==> config.mk <==
export PLATFORM = sky130hd
export DESIGN_NAME = twi_slave_core
export DESIGN_NICKNAME = d
export VERILOG_FILES = /design/src/rtl/twi_slave_core.sv
export SDC_FILE = /design/constraint.sdc
export NUM_CORES = 1
export LEC_CHECK = 0
export BUFFER_PORTS_ARGS = -buffer_cell sky130_fd_sc_hd__buf_2
export CORE_MARGIN = 2
export CORE_UTILIZATION = 50
export CTS_CLUSTER_SIZE = 20
export DETAILED_ROUTE_END_ITERATION = 7
export GPL_ROUTABILITY_DRIVEN = 0
export GPL_TIMING_DRIVEN = 0
export PLACE_DENSITY = 0.72
export SLEW_MARGIN = 10
export SYNTH_ARGS = -nofsm -noshare
export SYNTH_HDL_FRONTEND = slang
export SYNTH_SLANG_ARGS = --single-unit
==> constraint.sdc <==
create_clock -name clk -period 3.1 [get_ports clk]
set_input_delay 0 -clock clk [delete_from_list [all_inputs] [get_ports clk]]
set_output_delay 0 -clock clk [all_outputs]
set_load 0.02 [all_outputs]
==> src/rtl/twi_slave_core.sv <==
// Two-wire target responder: oversampled SCL/SDA, 7-bit address match, ACK, RX/TX byte paths.
// Optional TWI_SLAVE_GCALL_EN also accepts the general-call write address (8'h00).
`timescale 1ns/1ps
module twi_slave_core #(
    parameter logic [6:0] SLV_ADDR = 7'h50,
    parameter logic [7:0] CR_ADDR  = 8'h10,
    parameter logic [7:0] TD_ADDR  = 8'h11
) (
    input  logic       clk,
    input  logic       rst,
    input  logic       wr,
    input  logic [7:0] wr_addr,
    input  logic [7:0] data_in,
    input  logic       twi_scl_i,
    input  logic       twi_sda_i,
    output logic       twi_sda_oen,
    output logic [7:0] i2sr,
    output logic [7:0] i2srd
);

    // state    | meaning
    // IDLE     | bus free or not addressed, waiting for START
    // ADDR     | shifting in the address byte
    // ADDR_ACK | address matched, driving ACK on the 9th clock
    // RX       | shifting in a write data byte
    // RX_ACK   | driving ACK/NACK for the received byte
    // TX       | shifting out a read data byte
    // TX_ACK   | sampling master ACK/NACK
    // WAIT     | not ours or master NACKed; released until START/STOP
    typedef enum logic [2:0] {
        S_IDLE, S_ADDR, S_ADDR_ACK, S_RX, S_RX_ACK, S_TX, S_TX_ACK, S_WAIT
    } state_t;

    logic   r_scl_s1, r_scl_s2, r_scl_d;
    logic   r_sda_s1, r_sda_s2, r_sda_d;
    state_t r_state, w_state;
    logic [2:0] r_bit_cnt, w_bit_cnt;
    logic       r_done, w_done;
    logic [7:0] r_shift, w_shift;
    logic       r_oen, w_oen;
    logic       r_en, w_en;
    logic       r_nack, w_nack;
    logic       r_rw, w_rw;
    logic       r_addr_hit, w_addr_hit;
    logic       r_rx_valid, w_rx_valid;
    logic       r_tx_req, w_tx_req;
    logic       r_nack_rcvd, w_nack_rcvd;
    logic       r_stop_seen, w_stop_seen;
    logic [7:0] r_rx_data, w_rx_data;
    logic [7:0] r_tx_reg, w_tx_reg;

    logic       w_scl_rise, w_scl_fall, w_start, w_stop, w_match;
    logic [7:0] w_byte;

    always_ff @(posedge clk) begin
        if (rst) begin
            // Idle-high reset values keep the first sampled cycle from looking like an edge.
            {r_scl_s1, r_scl_s2, r_scl_d} <= 3'b111;
            {r_sda_s1, r_sda_s2, r_sda_d} <= 3'b111;
        end else begin
            r_scl_s1 <= twi_scl_i;
            r_scl_s2 <= r_scl_s1;
            r_scl_d  <= r_scl_s2;
            r_sda_s1 <= twi_sda_i;
            r_sda_s2 <= r_sda_s1;
            r_sda_d  <= r_sda_s2;
        end
    end

    assign w_scl_rise = r_scl_s2 & ~r_scl_d;
    assign w_scl_fall = ~r_scl_s2 & r_scl_d;
    assign w_start    = r_scl_s2 & r_scl_d & r_sda_d & ~r_sda_s2;
    assign w_stop     = r_scl_s2 & r_scl_d & ~r_sda_d & r_sda_s2;
    assign w_byte     = {r_shift[6:0], r_sda_s2};

`ifdef TWI_SLAVE_GCALL_EN
    assign w_match = (w_byte[7:1] == SLV_ADDR) || (w_byte == 8'h00);
`else
    assign w_match = (w_byte[7:1] == SLV_ADDR);
`endif

    always_comb begin
        w_state     = r_state;
        w_bit_cnt   = r_bit_cnt;
        w_done      = r_done;
        w_shift     = r_shift;
        w_oen       = r_oen;
        w_en        = r_en;
        w_nack      = r_nack;
        w_rw        = r_rw;
        w_addr_hit  = r_addr_hit;
        w_rx_valid  = r_rx_valid;
        w_tx_req    = r_tx_req;
        w_nack_rcvd = r_nack_rcvd;
        w_stop_seen = r_stop_seen;
        w_rx_data   = r_rx_data;
        w_tx_reg    = r_tx_reg;

        // Host clears are applied first so a same-cycle hardware set wins.
        if (wr && wr_addr == CR_ADDR) begin
            w_en   = data_in[0];
            w_nack = data_in[1];
            if (data_in[2]) begin
                w_rx_valid  = 1'b0;
                w_nack_rcvd = 1'b0;
                w_stop_seen = 1'b0;
            end
        end

        if (!r_en) begin
            w_state   = S_IDLE;
            w_oen     = 1'b1;
            w_bit_cnt = 3'd0;
            w_done    = 1'b0;
        end else if (w_stop) begin
            w_state   = S_IDLE;
            w_oen     = 1'b1;
            w_bit_cnt = 3'd0;
            w_done    = 1'b0;
            if (r_addr_hit)
                w_stop_seen = 1'b1;
        end else if (w_start) begin
            w_state    = S_ADDR;
            w_oen      = 1'b1;
            w_bit_cnt  = 3'd0;
            w_done     = 1'b0;
            w_addr_hit = 1'b0;
        end else begin
            case (r_state)
                S_IDLE: w_oen = 1'b1;
                S_ADDR: if (w_scl_rise) begin
                    w_shift = w_byte;
                    if (r_bit_cnt == 3'd7) begin
                        w_bit_cnt = 3'd0;
                        if (w_match) begin
                            w_addr_hit = 1'b1;
                            w_rw       = w_byte[0];
                            w_state    = S_ADDR_ACK;
                        end else begin
                            w_state = S_WAIT;
                        end
                    end else begin
                        w_bit_cnt = r_bit_cnt + 3'd1;
                    end
                end
                S_ADDR_ACK: if (w_scl_fall) begin
                    if (!r_done) begin
                        w_oen  = 1'b0;
                        w_done = 1'b1;
                    end else begin
                        w_done    = 1'b0;
                        w_bit_cnt = 3'd0;
                        if (!r_rw) begin
                            w_oen   = 1'b1;
                            w_state = S_RX;
                        end else begin
                            w_shift  = r_tx_reg;
                            w_tx_req = 1'b1;
                            w_oen    = r_tx_reg[7];
                            w_state  = S_TX;
                        end
                    end
                end
                S_RX: if (w_scl_rise) begin
                    w_shift = w_byte;
                    if (r_bit_cnt == 3'd7) begin
                        w_rx_data  = w_byte;
                        w_rx_valid = 1'b1;
                        w_bit_cnt  = 3'd0;
                        w_done     = 1'b0;
                        w_state    = S_RX_ACK;
                    end else begin
                        w_bit_cnt = r_bit_cnt + 3'd1;
                    end
                end
                S_RX_ACK: if (w_scl_fall) begin
                    if (!r_done) begin
                        w_oen  = r_nack;
                        w_done = 1'b1;
                    end else begin
                        w_oen   = 1'b1;
                        w_done  = 1'b0;
                        w_state = S_RX;
                    end
                end
                S_TX: if (w_scl_fall) begin
                    // r_done marks a reloaded byte whose MSB is still to be driven.
                    if (r_done) begin
                        w_oen  = r_shift[7];
                        w_done = 1'b0;
                    end else if (r_bit_cnt == 3'd7) begin
                        w_oen     = 1'b1;
                        w_bit_cnt = 3'd0;
                        w_state   = S_TX_ACK;
                    end else begin
                        w_oen     = r_shift[6];
                        w_shift   = {r_shift[6:0], 1'b0};
                        w_bit_cnt = r_bit_cnt + 3'd1;
                    end
                end
                S_TX_ACK: if (w_scl_rise) begin
                    w_bit_cnt = 3'd0;
                    if (!r_sda_s2) begin
                        w_shift  = r_tx_reg;
                        w_tx_req = 1'b1;
                        w_done   = 1'b1;
                        w_state  = S_TX;
                    end else begin
                        w_nack_rcvd = 1'b1;
                        w_state     = S_WAIT;
                    end
                end
                S_WAIT: w_oen = 1'b1;
                default: begin
                    w_state = S_IDLE;
                    w_oen   = 1'b1;
                end
            endcase
        end

        // A TD write on the cycle the shifter loads: shifter already took the old value.
        if (wr && wr_addr == TD_ADDR) begin
            w_tx_reg = data_in;
            w_tx_req = 1'b0;
        end
    end

    always_ff @(posedge clk) begin
        if (rst) begin
            r_state     <= S_IDLE;
            r_bit_cnt   <= 3'd0;
            r_done      <= 1'b0;
            r_shift     <= 8'h00;
            r_oen       <= 1'b1;
            r_en        <= 1'b0;
            r_nack      <= 1'b0;
            r_rw        <= 1'b0;
            r_addr_hit  <= 1'b0;
            r_rx_valid  <= 1'b0;
            r_tx_req    <= 1'b0;
            r_nack_rcvd <= 1'b0;
            r_stop_seen <= 1'b0;
            r_rx_data   <= 8'h00;
            r_tx_reg    <= 8'hFF;
        end else begin
            r_state     <= w_state;
            r_bit_cnt   <= w_bit_cnt;
            r_done      <= w_done;
            r_shift     <= w_shift;
            r_oen       <= w_oen;
            r_en        <= w_en;
            r_nack      <= w_nack;
            r_rw        <= w_rw;
            r_addr_hit  <= w_addr_hit;
            r_rx_valid  <= w_rx_valid;
            r_tx_req    <= w_tx_req;
            r_nack_rcvd <= w_nack_rcvd;
            r_stop_seen <= w_stop_seen;
            r_rx_data   <= w_rx_data;
            r_tx_reg    <= w_tx_reg;
        end
    end

    assign twi_sda_oen = r_oen;
    assign i2srd       = r_rx_data;
    assign i2sr        = {(r_state != S_IDLE), r_rw, r_addr_hit, r_rx_valid,
                          r_tx_req, r_nack_rcvd, r_stop_seen, r_en};

endmodule

**After elaboration in Yosys (flattened, before gate mapping)**

Cells that the tools add are included.

- Register bits: 46
- Output and inout bits: 17
- Word-level logic and storage cells: 189

- $add $sub $neg: 1
- Equal/unequal tests: 40
- Multiplexer cells: 82
- Bitwise operators: 14
- Reductions and logical operators: 30

Operator list:

| operator | count |
|---|---|
| two-way mux 8 bit | 9 |
| two-way mux 3 bit | 21 |
| two-way mux 1 bit | 45 |
| AND reduction 13 bit | 3 |
| inequality test 3 bit (second input constant) | 12 |
| case mux 8 bit (4 select lines) | 1 |
| inequality test 2 bit (second input constant) | 15 |
| AND reduction 7 bit | 3 |
| case mux 3 bit (6 select lines) | 1 |
| equality test 8 x 5 -> 1 bit (second input constant) | 2 |
| equality test 3 bit (second input constant) | 5 |
| case mux 3 bit (4 select lines) | 1 |
| AND reduction 6 bit | 2 |
| nonzero test 4 bit | 3 |
| nonzero test 2 bit | 5 |
| AND reduction 9 bit | 1 |
| case mux 1 bit (4 select lines) | 2 |
| OR reduction 2 bit | 4 |
| bitwise AND 1 bit | 7 |
| equality test 7 bit (second input constant) | 1 |
| inverter 1 bit | 7 |
| nonzero test 7 bit | 1 |
| equality test 3 x 2 -> 1 bit (second input constant) | 2 |
| nonzero test 6 bit | 1 |
| other kinds (11) | 13 |

**Longest topological paths before layout**

- Depth after elaboration: 9
- Gate-level depth with buffers: 7

**Least setup slack after synthesis**

Ideal clock, no wire load.

- Kind: flip-flop to flip-flop
- From: register r_bit_cnt[0]
- To: register r_shift[5]
- Setup time: 59 ps
- Arrival: 2284 ps
- Path slack: 757 ps
- Cell stages (with the launch flop): 8
- Cell sequence: dfxtp_1 -> ha_1 -> ha_1 -> or4_1 -> a311o_1 -> buf_6 -> or4_1 -> nand2_1

- Cells in the longest elaborated chain, start to end: 3

RTL lines:

| what | RTL line | text |
|---|---|---|
| start, declared | 37 | `logic [2:0] r_bit_cnt, w_bit_cnt;` |
| start signal, assigned | 247 | `r_bit_cnt <= w_bit_cnt;` |
| equality test 3 bit | 191 | `end else if (r_bit_cnt == 3'd7) begin` |
| inequality test 2 bit (no line) | -- |  |
| AND reduction 13 bit (no line) | -- |  |
| end signal, assigned | 249 | `r_shift <= w_shift;` |
| end, declared | 39 | `logic [7:0] r_shift, w_shift;` |

Every way passes these cells.
A chain may end at the register's enable or synchronous reset.

**Worst setup path after layout**

Ends and elaborated chain as after synthesis.

==> flow_summary_export.csv <==
group,metric,value,unit
clocking,cts-root-buf,"clkbuf_8",
critical_path,setup.worst_path.end,"r_shift[5]",
die,core,4660,um2
placed_design,port_buffers,37,
synth,syn_avg_cell_area,8.59,um2
die,ios,38,
sta,slew_violations,0,
sta,finalHoldViolations,0,
critical_path,worstPathMaxFanout,10,
layout,most-common-layout-cells,"46 x dfxtp_1, 37 x buf_2, 25 x nor2_1",
sta,rsz0062_at_grt,"no",
critical_path,endpoint_kind,"flip-flop",
sta,fin_crit,2.62,ns
run,drv_cap,0,
layout,multi_input_area,1320,um2
drt,drc,0,
power_and_ir_drop,swShare,22.7,%
global_routing,grt_overflow,0,
clocking,cts_tree,"done",
die,rows,25,
power_and_ir_drop,power_frac_comb,4.0,%
clocking,cts.clk_slew.worst_paths,0.09,ns
critical_path,r2r_end,"r_shift[5]",
sta,setup_viol,0,
sta,max_slew_margin,50.6,%
placed_design,place_hpwl,4.02,mm
critical_path,start_kind,"flip-flop",
power_and_ir_drop,power_switching,0.252,mW
layout,regArea,921,um2
synth,synthesis.area,2390,um2
layout,drive_above_1_share,20.2,%
global_routing,grt_antenna_before_repair,0,
clocking,clock-sinks,46,
run_status,status,"completed",
global_routing,grt_pass1_vias,1990,
critical_path,rrSetupSlack,0.48,ns
drt,drtPass1Iterations,4,
global_routing,grt_pass1_wl,9.37,mm
power_and_ir_drop,p_clk_share,42.5,%
synth,synth_edf_count,0,
synth,ys_types,47,
critical_path,worstPathArrival,2.87,ns
drt,vias_per_cell,5.77,
sta,fmax,382,MHz
power_and_ir_drop,power.share.sequential,53.5,%
min_path,hp-class,"primary input to flip-flop",
drt,vias,2198,
layout,area_growth,17.2,%
power_and_ir_drop,powerDensity,398,nW/um2
layout,final_common_cell,"dfxtp_1",
clocking,cts_made_buffers,5,
layout,diodes,0,
global_routing,grt_max_degree,17,
critical_path,reg2regPathDepth,7,
layout,nets,349,
clocking,cts_buffer_depth,2,
critical_path,crit_path_start,"r_bit_cnt[0]",
critical_path,critPathKind,"flip-flop to flip-flop",
sta,timing_worst_slew_pin_value,0.741,ns
drt,avgRoutedWirePerCell,15.0,um
sta,fin_skew,0.00568,ns
die,dieHeight,73.1,um
power_and_ir_drop,cell_internal_pwr,0.861,mW
sta,finalCritPeriodShare,84.5,%
critical_path,crit_required,3.35,ns
sta,fin_tns_setup,0,ns
synth,yosysSeqAreaShare,38.6,%
drt,drtIter0Drc,108,
synth,yosys_warnings,0,
sta,holdWs,0.00816,ns
synth,ys_seq_elements,46,
global_routing,grtUsageTotal,22.7,%
drt,ant_nets,0,
power_and_ir_drop,vdd_ir_drop_max,0.284,mV
critical_path,worstReg2RegStart,"r_bit_cnt[0]",
power_and_ir_drop,total_leakage_power,1.24,nW
die,die_area,5350,um2
die,floorplan.initialDensity,51.2,%
clocking,htree_levels,2,
synth,synthArstFlopShare,0,%
synth,synth_fp_nets,301,
clocking,clock_latency,0.31,ns
drt,routed_wl,5.72,mm
synth,syn_inst,278,
die,die_w,73.1,um
layout,n_fill_cell,423,
synth,synth_flop_cell,"dfxtp_1",
cell families (layout without fill, tap and decap cells):
family                   count (synthesis)  in the layout  share of synthesized area [%]
buffers and inverters                   31             80                           6.29
multiplexers                            20             20                           8.38
XOR/XNOR                                 2              2                          0.734
AND/OR/NAND/NOR                        117            117                           27.5
flip-flops                              46             46                           38.6
adder cells (fa/ha/maj)                  2              2                           1.05
AO/OA/AOI/OAI                           60             60                           17.5
how the worst min path moves through the flow:
stage	start	end	cells past startpoint
2_1_floorplan	twi_scl_i	r_scl_s1	1
3_3_place_gp	twi_scl_i	r_scl_s1	2
3_5_place_dp	twi_scl_i	r_scl_s1	2
4_1_cts	data_in[4]	r_tx_reg[4]	3
5_1_grt	data_in[6]	r_tx_reg[6]	3
6_report	data_in[3]	r_tx_reg[3]	3
power by group through the flow:
stage / Sequential [mW] / Combinational, mW / Clock, mW
after floorplan: 0.609 / 0.0212 / 0
final: 0.596 / 0.0446 / 0.473
after detailed placement: 0.610 / 0.0401 / 0
after global routing: 0.597 / 0.0489 / 0.502
after CTS: 0.596 / 0.0441 / 0.477
after global placement: 0.610 / 0.0396 / 0
per-layer routing:
metal | vias up | routed length (um) | global-route usage (%)
met1 | 1000 | 2750 | 30.7
li1 | 1093 | - | -
met5 | - | 0 | 0
met3 | 9 | 379 | 4.97
met2 | 96 | 2500 | 35.8
met4 | 0 | 82 | 7.41
Yosys cell counts (3+ instances only):
cell type  instances  area, um2
a211oi_1           7       52.6
nand2_1           18       67.6
mux2i_1           20        200
and3_1             9       56.3
a211o_1           10       87.6
nand3_1            3       15.0
dfxtp_1           46        921
clkbuf_1          18       67.6
a221oi_1           3       26.3
or4_1             10       75.1
nor4_1             3       18.8
a22oi_1            3       22.5
or3_1              3       18.8
nor3_1             5       25.0
or2_2              8       50.1
nor2b_1           12       75.1
buf_4              7       52.6
nand2b_1           8       50.1
inv_1              4       15.0
nor2_1            25       93.8
and2_1             3       18.8
o21ai_0           13       65.1
a21oi_1           11       55.1
through the flow:
step	worst slack, ns	utilization (%)	area (um2)	power, mW	std cells
final	0.482	60.1	2800	1.11	381
after global routing	0.384	60.1	2800	1.15	381
after global placement	0.521	56.7	2640	0.649	369
after floorplan	0.757	-	2390	0.630	278
after detailed placement	0.530	56.7	2640	0.650	369
after CTS	0.492	60.1	2800	1.12	381
critical path: stages, from the launching register on:
cell	delay (ns)
dfxtp_1	0.34
ha_1	0.20
ha_1	0.28
or4_1	0.56
a311o_1	0.47
buf_6	0.18
or4_1	0.46
nand2_1	0.07
cell type report:
cell class | instances | share of cell area [%]
multi-input cells | 201 | 47.1
flip-flops and latches | 46 | 32.9
repair buffers | 41 | 8.05
plain buffers | 27 | 4.83
clock buffers | 5 | 2.46
well taps | 54 | 2.41
clock inverters | 3 | 1.74
inverters | 4 | 0.536
repair_timing:
item                                   CTS  global route
resized for setup                        0             0
endpoints found under the hold margin    4             0
hold buffers                             4             0
setup buffers                            0             0
Power figures use the tool's default switching activity.
